`src/rtl/xbar_cfg_pkg.sv`:
```
// Shared constants, counter widths and FSM encoding for the crossbar config loader.
// Word stream is LSB-first; NUM_WORDS words carry CFG_W select bits plus padding.
package xbar_cfg_pkg;

  localparam int NUM_IN    = 24;
  localparam int NUM_OUT   = 30;
  localparam int SEL_W     = 5;
  localparam int WORD_W    = 16;
  localparam int CFG_W     = NUM_OUT * SEL_W;
  localparam int NUM_WORDS = (CFG_W + WORD_W - 1) / WORD_W;

  localparam int WCNT_W = $clog2(NUM_WORDS);
  localparam int FCNT_W = $clog2(NUM_OUT);

  typedef enum logic [1:0] {
    ST_IDLE,
    ST_LOAD,
    ST_CHECK,
    ST_COMMIT
  } state_t;

  function automatic logic sel_illegal(input logic [SEL_W-1:0] sel);
    return int'(sel) >= NUM_IN;
  endfunction

endpackage

```
`src/rtl/xbar_cfg_loader_if.sv`:
```
// Config-port side of the loader: word stream handshake, control, status and the
// committed select bus that feeds the crossbar.
interface xbar_cfg_loader_if;
  import xbar_cfg_pkg::*;

  logic              io_cfg_start;
  logic              io_cfg_abort;
  logic [WORD_W-1:0] io_cfg_word;
  logic              io_cfg_word_valid;
  logic              io_cfg_word_ready;
  logic              io_busy;
  logic              io_cfg_done;
  logic              io_cfg_error;
  logic [CFG_W-1:0]  io_mux_configs;

  modport master (
    output io_cfg_start,
    output io_cfg_abort,
    output io_cfg_word,
    output io_cfg_word_valid,
    input  io_cfg_word_ready,
    input  io_busy,
    input  io_cfg_done,
    input  io_cfg_error,
    input  io_mux_configs
  );

  modport slave (
    input  io_cfg_start,
    input  io_cfg_abort,
    input  io_cfg_word,
    input  io_cfg_word_valid,
    output io_cfg_word_ready,
    output io_busy,
    output io_cfg_done,
    output io_cfg_error,
    output io_mux_configs
  );

endinterface

```
`src/rtl/xbar_cfg_field_check.sv`:
```
// Selects shadow field f and flags it when it addresses a nonexistent crossbar input.
// Purely combinational; the loader walks f across all fields one per cycle.
module xbar_cfg_field_check
  import xbar_cfg_pkg::*;
(
  input  logic [CFG_W-1:0]  shadow,
  input  logic [FCNT_W-1:0] f,
  output logic              illegal
);

  logic [SEL_W-1:0] field [NUM_OUT];
  logic [SEL_W-1:0] sel;

  genvar gi;
  generate
    for (gi = 0; gi < NUM_OUT; gi++) begin : g_field
      assign field[gi] = shadow[gi*SEL_W +: SEL_W];
    end
  endgenerate

  // Counter codes past the last field read as input 0 so they can never flag.
  always_comb begin
    sel = '0;
    if (int'(f) < NUM_OUT) sel = field[f];
    illegal = sel_illegal(sel);
  end

endmodule

```
`src/rtl/xbar_cfg_loader.sv`:
```
// Collects a full select image into a shadow register, range-checks every field,
// then commits it to the crossbar in one cycle only if all fields are legal.
module xbar_cfg_loader
  import xbar_cfg_pkg::*;
(
  input  logic               clk,
  input  logic               reset,
  xbar_cfg_loader_if.slave   cfg
);

  state_t              state_reg, state_next;
  logic [WCNT_W-1:0]   word_cnt_reg, word_cnt_next;
  logic [FCNT_W-1:0]   f_reg, f_next;
  logic                err_flag_reg, err_flag_next;
  logic [CFG_W-1:0]    shadow_reg, shadow_next;
  logic [CFG_W-1:0]    mux_configs_reg, mux_configs_next;
  logic                done_reg, done_next;
  logic                error_reg, error_next;
  logic                word_accept;
  logic                field_illegal;

  // Abort masks ready so a word offered alongside abort is never taken.
  assign word_accept = (state_reg == ST_LOAD) && cfg.io_cfg_word_valid && !cfg.io_cfg_abort;

  xbar_cfg_field_check u_field_check (
    .shadow  (shadow_reg),
    .f       (f_reg),
    .illegal (field_illegal)
  );

  // Padding bits of the final word have no shadow storage and fall away here.
  always_comb begin
    shadow_next = shadow_reg;
    for (int i = 0; i < CFG_W; i++) begin
      if (word_accept && int'(word_cnt_reg) == i / WORD_W)
        shadow_next[i] = cfg.io_cfg_word[i % WORD_W];
    end
  end

  always_comb begin
    state_next       = state_reg;
    word_cnt_next    = word_cnt_reg;
    f_next           = f_reg;
    err_flag_next    = err_flag_reg;
    mux_configs_next = mux_configs_reg;
    done_next        = 1'b0;
    error_next       = error_reg;

    case (state_reg)
      ST_IDLE: begin
        word_cnt_next = '0;
        f_next        = '0;
        err_flag_next = 1'b0;
        if (cfg.io_cfg_start) begin
          error_next = 1'b0;
          state_next = ST_LOAD;
        end
      end

      ST_LOAD: begin
        if (cfg.io_cfg_abort) begin
          state_next = ST_IDLE;
        end else if (word_accept) begin
          word_cnt_next = word_cnt_reg + 1'b1;
          if (word_cnt_reg == WCNT_W'(NUM_WORDS - 1)) state_next = ST_CHECK;
        end
      end

      // Fixed-length scan: every field is visited even after the first bad one.
      ST_CHECK: begin
        if (cfg.io_cfg_abort) begin
          state_next = ST_IDLE;
        end else begin
          err_flag_next = err_flag_reg | field_illegal;
          f_next        = f_reg + 1'b1;
          if (f_reg == FCNT_W'(NUM_OUT - 1)) state_next = ST_COMMIT;
        end
      end

      ST_COMMIT: begin
        state_next = ST_IDLE;
        if (!err_flag_reg) begin
          mux_configs_next = shadow_reg;
          done_next        = 1'b1;
        end else begin
          error_next = 1'b1;
        end
      end

      default: state_next = ST_IDLE;
    endcase
  end

  always_ff @(posedge clk) begin
    if (reset) begin
      state_reg       <= ST_IDLE;
      word_cnt_reg    <= '0;
      f_reg           <= '0;
      err_flag_reg    <= 1'b0;
      shadow_reg      <= '0;
      mux_configs_reg <= '0;
      done_reg        <= 1'b0;
      error_reg       <= 1'b0;
    end else begin
      state_reg       <= state_next;
      word_cnt_reg    <= word_cnt_next;
      f_reg           <= f_next;
      err_flag_reg    <= err_flag_next;
      shadow_reg      <= shadow_next;
      mux_configs_reg <= mux_configs_next;
      done_reg        <= done_next;
      error_reg       <= error_next;
    end
  end

  assign cfg.io_cfg_word_ready = (state_reg == ST_LOAD) && !cfg.io_cfg_abort;
  assign cfg.io_busy           = (state_reg != ST_IDLE);
  assign cfg.io_cfg_done       = done_reg;
  assign cfg.io_cfg_error      = error_reg;
  assign cfg.io_mux_configs    = mux_configs_reg;

endmodule

```
`src/flat_wrapper.sv`:
```
// flat-port wrapper written by rule: the top's interface ports become plain ports
module xbar_cfg_loader_flat import xbar_cfg_pkg::*;
  (clk, reset, cfg_io_cfg_start, cfg_io_cfg_abort, cfg_io_cfg_word, cfg_io_cfg_word_valid, cfg_io_cfg_word_ready, cfg_io_busy, cfg_io_cfg_done, cfg_io_cfg_error, cfg_io_mux_configs);
  xbar_cfg_loader_if cfg_i ();
  input  logic clk;
  input  logic reset;
  input wire logic [$bits(cfg_i.io_cfg_start)-1:0] cfg_io_cfg_start;
  input wire logic [$bits(cfg_i.io_cfg_abort)-1:0] cfg_io_cfg_abort;
  input wire logic [$bits(cfg_i.io_cfg_word)-1:0] cfg_io_cfg_word;
  input wire logic [$bits(cfg_i.io_cfg_word_valid)-1:0] cfg_io_cfg_word_valid;
  output wire logic [$bits(cfg_i.io_cfg_word_ready)-1:0] cfg_io_cfg_word_ready;
  output wire logic [$bits(cfg_i.io_busy)-1:0] cfg_io_busy;
  output wire logic [$bits(cfg_i.io_cfg_done)-1:0] cfg_io_cfg_done;
  output wire logic [$bits(cfg_i.io_cfg_error)-1:0] cfg_io_cfg_error;
  output wire logic [$bits(cfg_i.io_mux_configs)-1:0] cfg_io_mux_configs;
  assign cfg_i.io_cfg_start = cfg_io_cfg_start;
  assign cfg_i.io_cfg_abort = cfg_io_cfg_abort;
  assign cfg_i.io_cfg_word = cfg_io_cfg_word;
  assign cfg_i.io_cfg_word_valid = cfg_io_cfg_word_valid;
  assign cfg_io_cfg_word_ready = cfg_i.io_cfg_word_ready;
  assign cfg_io_busy = cfg_i.io_busy;
  assign cfg_io_cfg_done = cfg_i.io_cfg_done;
  assign cfg_io_cfg_error = cfg_i.io_cfg_error;
  assign cfg_io_mux_configs = cfg_i.io_mux_configs;
  xbar_cfg_loader u_core (.clk(clk), .reset(reset), .cfg(cfg_i));
endmodule
```
`config.mk`:
```
export PLATFORM = sky130hd
export DESIGN_NAME = xbar_cfg_loader_flat
export DESIGN_NICKNAME = d
export VERILOG_FILES = /design/src/rtl/xbar_cfg_pkg.sv /design/src/rtl/xbar_cfg_loader_if.sv /design/src/rtl/xbar_cfg_field_check.sv /design/src/rtl/xbar_cfg_loader.sv /design/src/flat_wrapper.sv
export SDC_FILE = /design/constraint.sdc
export NUM_CORES = 1
export LEC_CHECK = 0
export CELL_PAD_IN_SITES_DETAIL_PLACEMENT = 0
export CELL_PAD_IN_SITES_GLOBAL_PLACEMENT = 1
export CORE_UTILIZATION = 40
export DETAILED_ROUTE_END_ITERATION = 10
export PLACE_DENSITY = 0.77
export SKIP_LAST_GASP = 1
export SLEW_MARGIN = 40
export SYNTH_ARGS = -nofsm -noshare
export SYNTH_HDL_FRONTEND = slang
export SYNTH_SLANG_ARGS = --single-unit
export TNS_END_PERCENT = 5
```
`constraint.sdc`:
```
create_clock -name clk -period 4.46 [get_ports clk]
set_input_delay 1.115 -clock clk [delete_from_list [all_inputs] [get_ports clk]]
set_output_delay 1.115 -clock clk [all_outputs]
set_load 0.005 [all_outputs]
```
==> results.json, run 1 <==
{
  "drtAntennaViolNets": 0,
  "final_cell_mix": "nand2_1, dfxtp_1, a21oi_1",
  "pwr-share-seq_pct": 48.3,
  "max-vdd-ir-drop_mv": 0.2358,
  "finalCriticalPeriod_ps": 3624,
  "leakagePower_uw": 0.004799,
  "cts_sinks": 314,
  "worstPathMaxFanout": 12,
  "start_util_pct": 40.82,
  "crit_buf_inv": 2,
  "htreeDepth": 2,
  "p_clk_share_pct": 49.2,
  "place_hpwl_um": 20280,
  "setup.worst_path.start": "cfg_io_cfg_abort",
  "hold_viol_final": 0,
  "clockBufferDepth": 3,
  "synth_nets": 1487,
  "power.density_nw_per_um2": 398.2,
  "cap_violations": 0,
  "first_iter_violations": 703,
  "crit_family": "buffers and inverters",
  "synth_flop_cell": "dfxtp_1",
  "slew_violations": 0,
  "rows": 62,
  "rsz0062_at_grt": "no",
  "vias_per_cell": 5.043,
  "synth_top_area_share_pct": 53.37,
  "drc": 0,
  "syn_area_um2": 11780,
  "ys_types": 50,
  "fin_cells": 1968,
  "fin_crit_sh_pct": 81.26,
  "synth_top_area_cell": "dfxtp_1",
  "ys_seq_elements": 314,
  "cp-start-kind": "input pin",
  "grt.overflow.total": 0,
  "place_inst": 1906,
  "gp_congestion": 0.7794,
  "grt_usage_pct": 22.09,
  "async_flop_share_pct": 0,
  "max_stage_delay_ps": 630,
  "antenna_found_initial": 0,
  "die-area_um2": 30140,
  "endpoint_kind": "primary output",
  "cts_inserted_buffers": 34,
  "synthCells": 1460,
  "post_cts_buffers": 0,
  "fin_area_um2": 14650,
  "fin_setup_tns_ps": 0,
  "grt_max_degree": 180,
  "crit_required_ps": 3350,
  "routed_wirelength_um": 33830,
  "hold_buffers": 0,
  "area_growth_pct": 24.34,
  "synth_edf_count": 0,
  "grt_pass1_vias": 9214,
  "drtPass1Iterations": 5,
  "hold_path.startpoint": "u_core.shadow_reg[5]",
  "drive_above_1_share_pct": 7.071,
  "post_cts_resized": 0,
  "critical_path_class": "input pin to primary output",
  "worstHoldPathType": "flop to flop",
  "final_nets": 1585,
  "core_um2": 28860,
  "status": "finished clean",
  "worst_hold_slack_ps": 447.3,
  "fp.dieW_um": 173.6,
  "cp_data_arrival_time_ps": 2510,
  "skew_ps": 17.01,
  "yosys-top-cells-area": "dfxtp_1, nand2_1, a21oi_1",
  "critPathSlowestCell": "clkdlybuf4s50_1",
  "slew_headroom_pct": 40.39,
  "vias": 9924,
  "comb_power_share_pct": 2.5,
  "r2r-start": "u_core.state_reg[0]",
  "cts_tree": "yes",
  "io_pins": 175,
  "path_clk_slew_ps": 60,
  "cts_root_buf": "clkbuf_16",
  "tightestPinTransition_ps": 891.4,
  "routedWlPerCell_um": 17.19,
  "report.final.setup_viol": 0,
  "diodes": 0,
  "syn_avg_cell_area_um2": 8.068,
  "intPower_uw": 4587,
  "grt_pass1_wl_um": 52470,
  "yosysWarnings": 0,
  "switching_share_pct": 21.34,
  "placed_cell_area_um2": 13490,
  "layout_commonest_cell": "nand2_1",
  "crit_path_frequent_cell": "clkdlybuf4s50_1",
  "port_buffers": 174,
  "p_sw_uw": 1245,
  "die_y_um": 173.6,
  "max_freq_mhz": 275.9,
  "clk_latency_ps": 510,
  "synth-seq-area-share_pct": 53.37,
  "timing.critical_path.cells": "clkdlybuf4s50_1, nor2_1, clkdlybuf4s50_1"
}
-- metrics by stage --
step | util, % | setup WS, ps | power [µW]
after detailed placement | 46.75 | 806.8 | 3024
after global placement | 46.65 | 844.1 | 3025
after CTS | 50.75 | 819.4 | 5888
after floorplan | - | 1891 | 2958
after global routing | 50.75 | 745.5 | 6008
final | 50.75 | 835.7 | 5832
-- path summary, 6_finish.rpt --
check	end	slack (ps)	depth (start not counted)
setup / recovery	cfg_io_cfg_word_ready	840	3
hold / removal	u_core.cfg.io_mux_configs[5]	450	2
setup reg to reg	u_core.cfg.io_mux_configs[3]	2020	5
hold reg to reg	u_core.cfg.io_mux_configs[5]	450	2
-- power groups by stage --
stage | Sequential, µW | Clock [µW] | Combinational, µW
after floorplan | 2870 | 0 | 84.5
after global placement | 2880 | 0 | 148
after detailed placement | 2880 | 0 | 146
after CTS | 2820 | 2930 | 146
after global routing | 2810 | 3040 | 153
final | 2820 | 2870 | 146
-- worst min-delay path, cell delays in order (launching register included) --
cell and delay, ps:
dfxtp_1 310, nand2_1 50, a21oi_1 50
-- cell usage after synthesis (all sizes together) (3+ instances only) --
cell type	number
ha	6
nand4b	3
inv	7
nand4	3
a2bb2oi	3
and2	8
nor3	5
xor2	3
a211oi	3
nor2	40
nand3	19
mux2i	22
buf	50
o21ai	7
nand2	580
o211ai	5
dfxtp	314
clkbuf	69
a21oi	285
-- area by class of cell --
type	count	area, µm²
repair buffers	181	1851
well taps	384	480.5
inverters	7	26.28
fillers	2871	14210
flip-flops and latches	314	6286
clock buffers	53	1056
multi-input cells	1020	4847
clock inverters	9	98.84
-- layer usage --
metal | track usage (%) | vias to the layer above | part of all wire [%]
met5 | 0 | - | 0
met4 | 5.556 | 0 | 1.8
met3 | 3.684 | 47 | 4.4
met2 | 36.38 | 226 | 47
met1 | 30.07 | 4706 | 46
li1 | - | 4945 | -
-- cell families (layout without fill, tap and decap cells) --
logic type      after synthesis  count (layout)  share of synthesized area (%)
compound gates              319             319                          15.54
xor+xnor                      4               4                         0.2975
fa+ha+maj                     6               6                         0.6373
buf+inv                     126             250                          5.630
flops                       314             314                          53.37
mux                          22              22                          1.870
simple gates                669             669                          22.66
No activity file was read; power rests on OpenSTA's default activity.
==> run 2: changes to the inputs <==
- clock period: 4.46 -> 3.6 ns (I/O delays scaled with it)
==> run 2 against run 1 <==
Power increased by 22%; non-clock buffer count increased by 5; first-iteration DRC count decreased by 9.8%; utilization decreased by 0.12 points; cell area decreased by 0.24%; final cell count increased by 0.20%; critical endpoint unchanged; largest cell class unchanged; largest power group is now sequential cells.
==> results.json, run 2 (same netlist as run 1, synthesis figures left out) <==
{
  "crit_path_frequent_cell": "clkdlybuf4s50_1",
  "crit_family": "buffers and inverters",
  "crit_required_ps": 2700,
  "final_nets": 1591,
  "grt_pass1_vias": 9161,
  "rows": 62,
  "r2r_cells": 5,
  "max_freq_mhz": 335.1,
  "cap_violations": 0,
  "ff_latch_area_um2": 6287,
  "routed_wirelength_um": 33620,
  "drc": 0,
  "place_hpwl_um": 20330,
  "fin_setup_tns_ps": 0,
  "tightestPinTransition_ps": 873.2,
  "multi_input_area_um2": 4847,
  "drtPass1Iterations": 5,
  "status": "finished clean",
  "final_cell_mix": "nand2_1, dfxtp_1, a21oi_1",
  "critical_path_class": "input pin to primary output",
  "finalCriticalPeriod_ps": 2984,
  "vias_per_cell": 5.028,
  "post_cts_resized": 0,
  "skew_ps": 11.95,
  "timing.rr.end": "u_core.shadow_reg[72]",
  "report.final.setup_viol": 0,
  "post_cts_buffers": 0,
  "endpoint_kind": "primary output",
  "fp.dieW_um": 173.6,
  "htreeDepth": 2,
  "layout_commonest_cell": "nand2_1",
  "timing.critical_path.cells": "clkdlybuf4s50_1, nor2_1, clkdlybuf4s50_1",
  "critPathSlowestCell": "clkdlybuf4s50_1",
  "whs_endpoint": "u_core.cfg.io_mux_configs[45]",
  "crit_buf_inv": 2,
  "rsz0062_at_grt": "no",
  "worstPathMaxFanout": 3,
  "hold_path.startpoint": "u_core.cfg.io_mux_configs[45]",
  "routedWlPerCell_um": 17.05,
  "diodes": 0,
  "vias": 9915,
  "drive_above_1_share_pct": 7.431,
  "slew_violations": 0,
  "whs_path_depth": 2,
  "cts_sinks": 314,
  "r2r-start": "u_core.state_reg[1]",
  "clockBufferDepth": 3,
  "cp_data_arrival_time_ps": 2080,
  "hold_buffers": 0,
  "max-vdd-ir-drop_mv": 0.3197,
  "die-area_um2": 30140,
  "r2r_setup_slack_ps": 1460,
  "area_growth_pct": 24.04,
  "cp-start-kind": "input pin",
  "start_util_pct": 40.82,
  "core_um2": 28860,
  "cts_inserted_buffers": 35,
  "place_inst": 1911,
  "drtAntennaViolNets": 0,
  "slew_headroom_pct": 41.61,
  "fill_cells": 2884,
  "grt_pass1_wl_um": 51980,
  "grt_max_degree": 134,
  "power.density_nw_per_um2": 486.3,
  "antenna_found_initial": 0,
  "grt.overflow.total": 0,
  "fin_cells": 1972,
  "cts_tree": "yes",
  "leakagePower_uw": 0.004793,
  "port_buffers": 174,
  "cts_root_buf": "clkbuf_16",
  "worstHoldPathType": "flop to flop",
  "hold_viol_final": 0,
  "path_clk_slew_ps": 60,
  "max_stage_delay_ps": 520,
  "io_pins": 175,
  "fin_crit_sh_pct": 82.89,
  "grt_usage_pct": 21.88,
  "clk_latency_ps": 500,
  "gp_congestion": 0.7850,
  "first_iter_violations": 634,
  "die_y_um": 173.6
}
run 2: changes by cell type in the layout (fill, tap and decap cells not counted), sizes merged:
cell           previous run  this run
buf                      11        18
clkbuf                   53        56
bufinv                    2         0
clkdlybuf4s50           170       168
clkinv                    6         5
inv                       8         7
run 2: worst min-delay path, cell delays in order (launching register included):
cell and delay (ps):
dfxtp_1 310, nand2_1 50, a21oi_1 50
run 2: how the worst max path moves through the flow:
stage | from | to | slack (ps) | cells after the start
after floorplan | cfg_io_cfg_abort | cfg_io_cfg_word_ready | 1460 | 2
after global placement | cfg_io_cfg_abort | u_core.shadow_reg[70] | 610 | 6
after detailed placement | cfg_io_cfg_abort | u_core.shadow_reg[72] | 550 | 6
after CTS | cfg_io_cfg_abort | cfg_io_cfg_word_ready | 590 | 3
after global routing | cfg_io_cfg_abort | cfg_io_cfg_word_ready | 560 | 3
final | cfg_io_cfg_abort | cfg_io_cfg_word_ready | 620 | 3
run 2: per-layer routing:
metal	part of all wire (%)	up-vias	wire, µm	global-route usage [%]
met4	2.1	0	699	5.702
li1	-	4948	-	-
met5	0	-	0	0
met2	47	245	15890	36.65
met3	4.8	50	1599	3.618
met1	46	4672	15430	29.22
run 2: area by class of cell:
type                    instances  share of cell area (%)
well taps                     384                   3.289
clock buffers                  56                   7.442
flip-flops and latches        314                   43.03
multi-input cells            1020                   33.18
repair buffers                186                   12.68
inverters                       7                  0.1798
clock inverters                 5                  0.1970
run 2: metrics by stage:
step	hold WS, ps	utilization, %	power, µW	cell area (µm²)	setup WS (ps)
4_1_cts	451.3	50.65	7184	14620	594.3
2_1_floorplan	431.5	-	3665	11780	1461
3_3_place_gp	441.3	46.83	3752	13510	606.7
6_report	451.2	50.63	7106	14610	616.1
5_1_grt	463.9	50.63	7326	14610	561.7
3_5_place_dp	444.4	46.78	3749	13500	549.5
run 2: power breakdown:
group | internal (µW) | switching [µW] | leakage [µW]
combinational | 38.0 | 151 | 0.00171
clock | 2060 | 1370 | 0.000552
sequential | 3480 | 3.94 | 0.00253
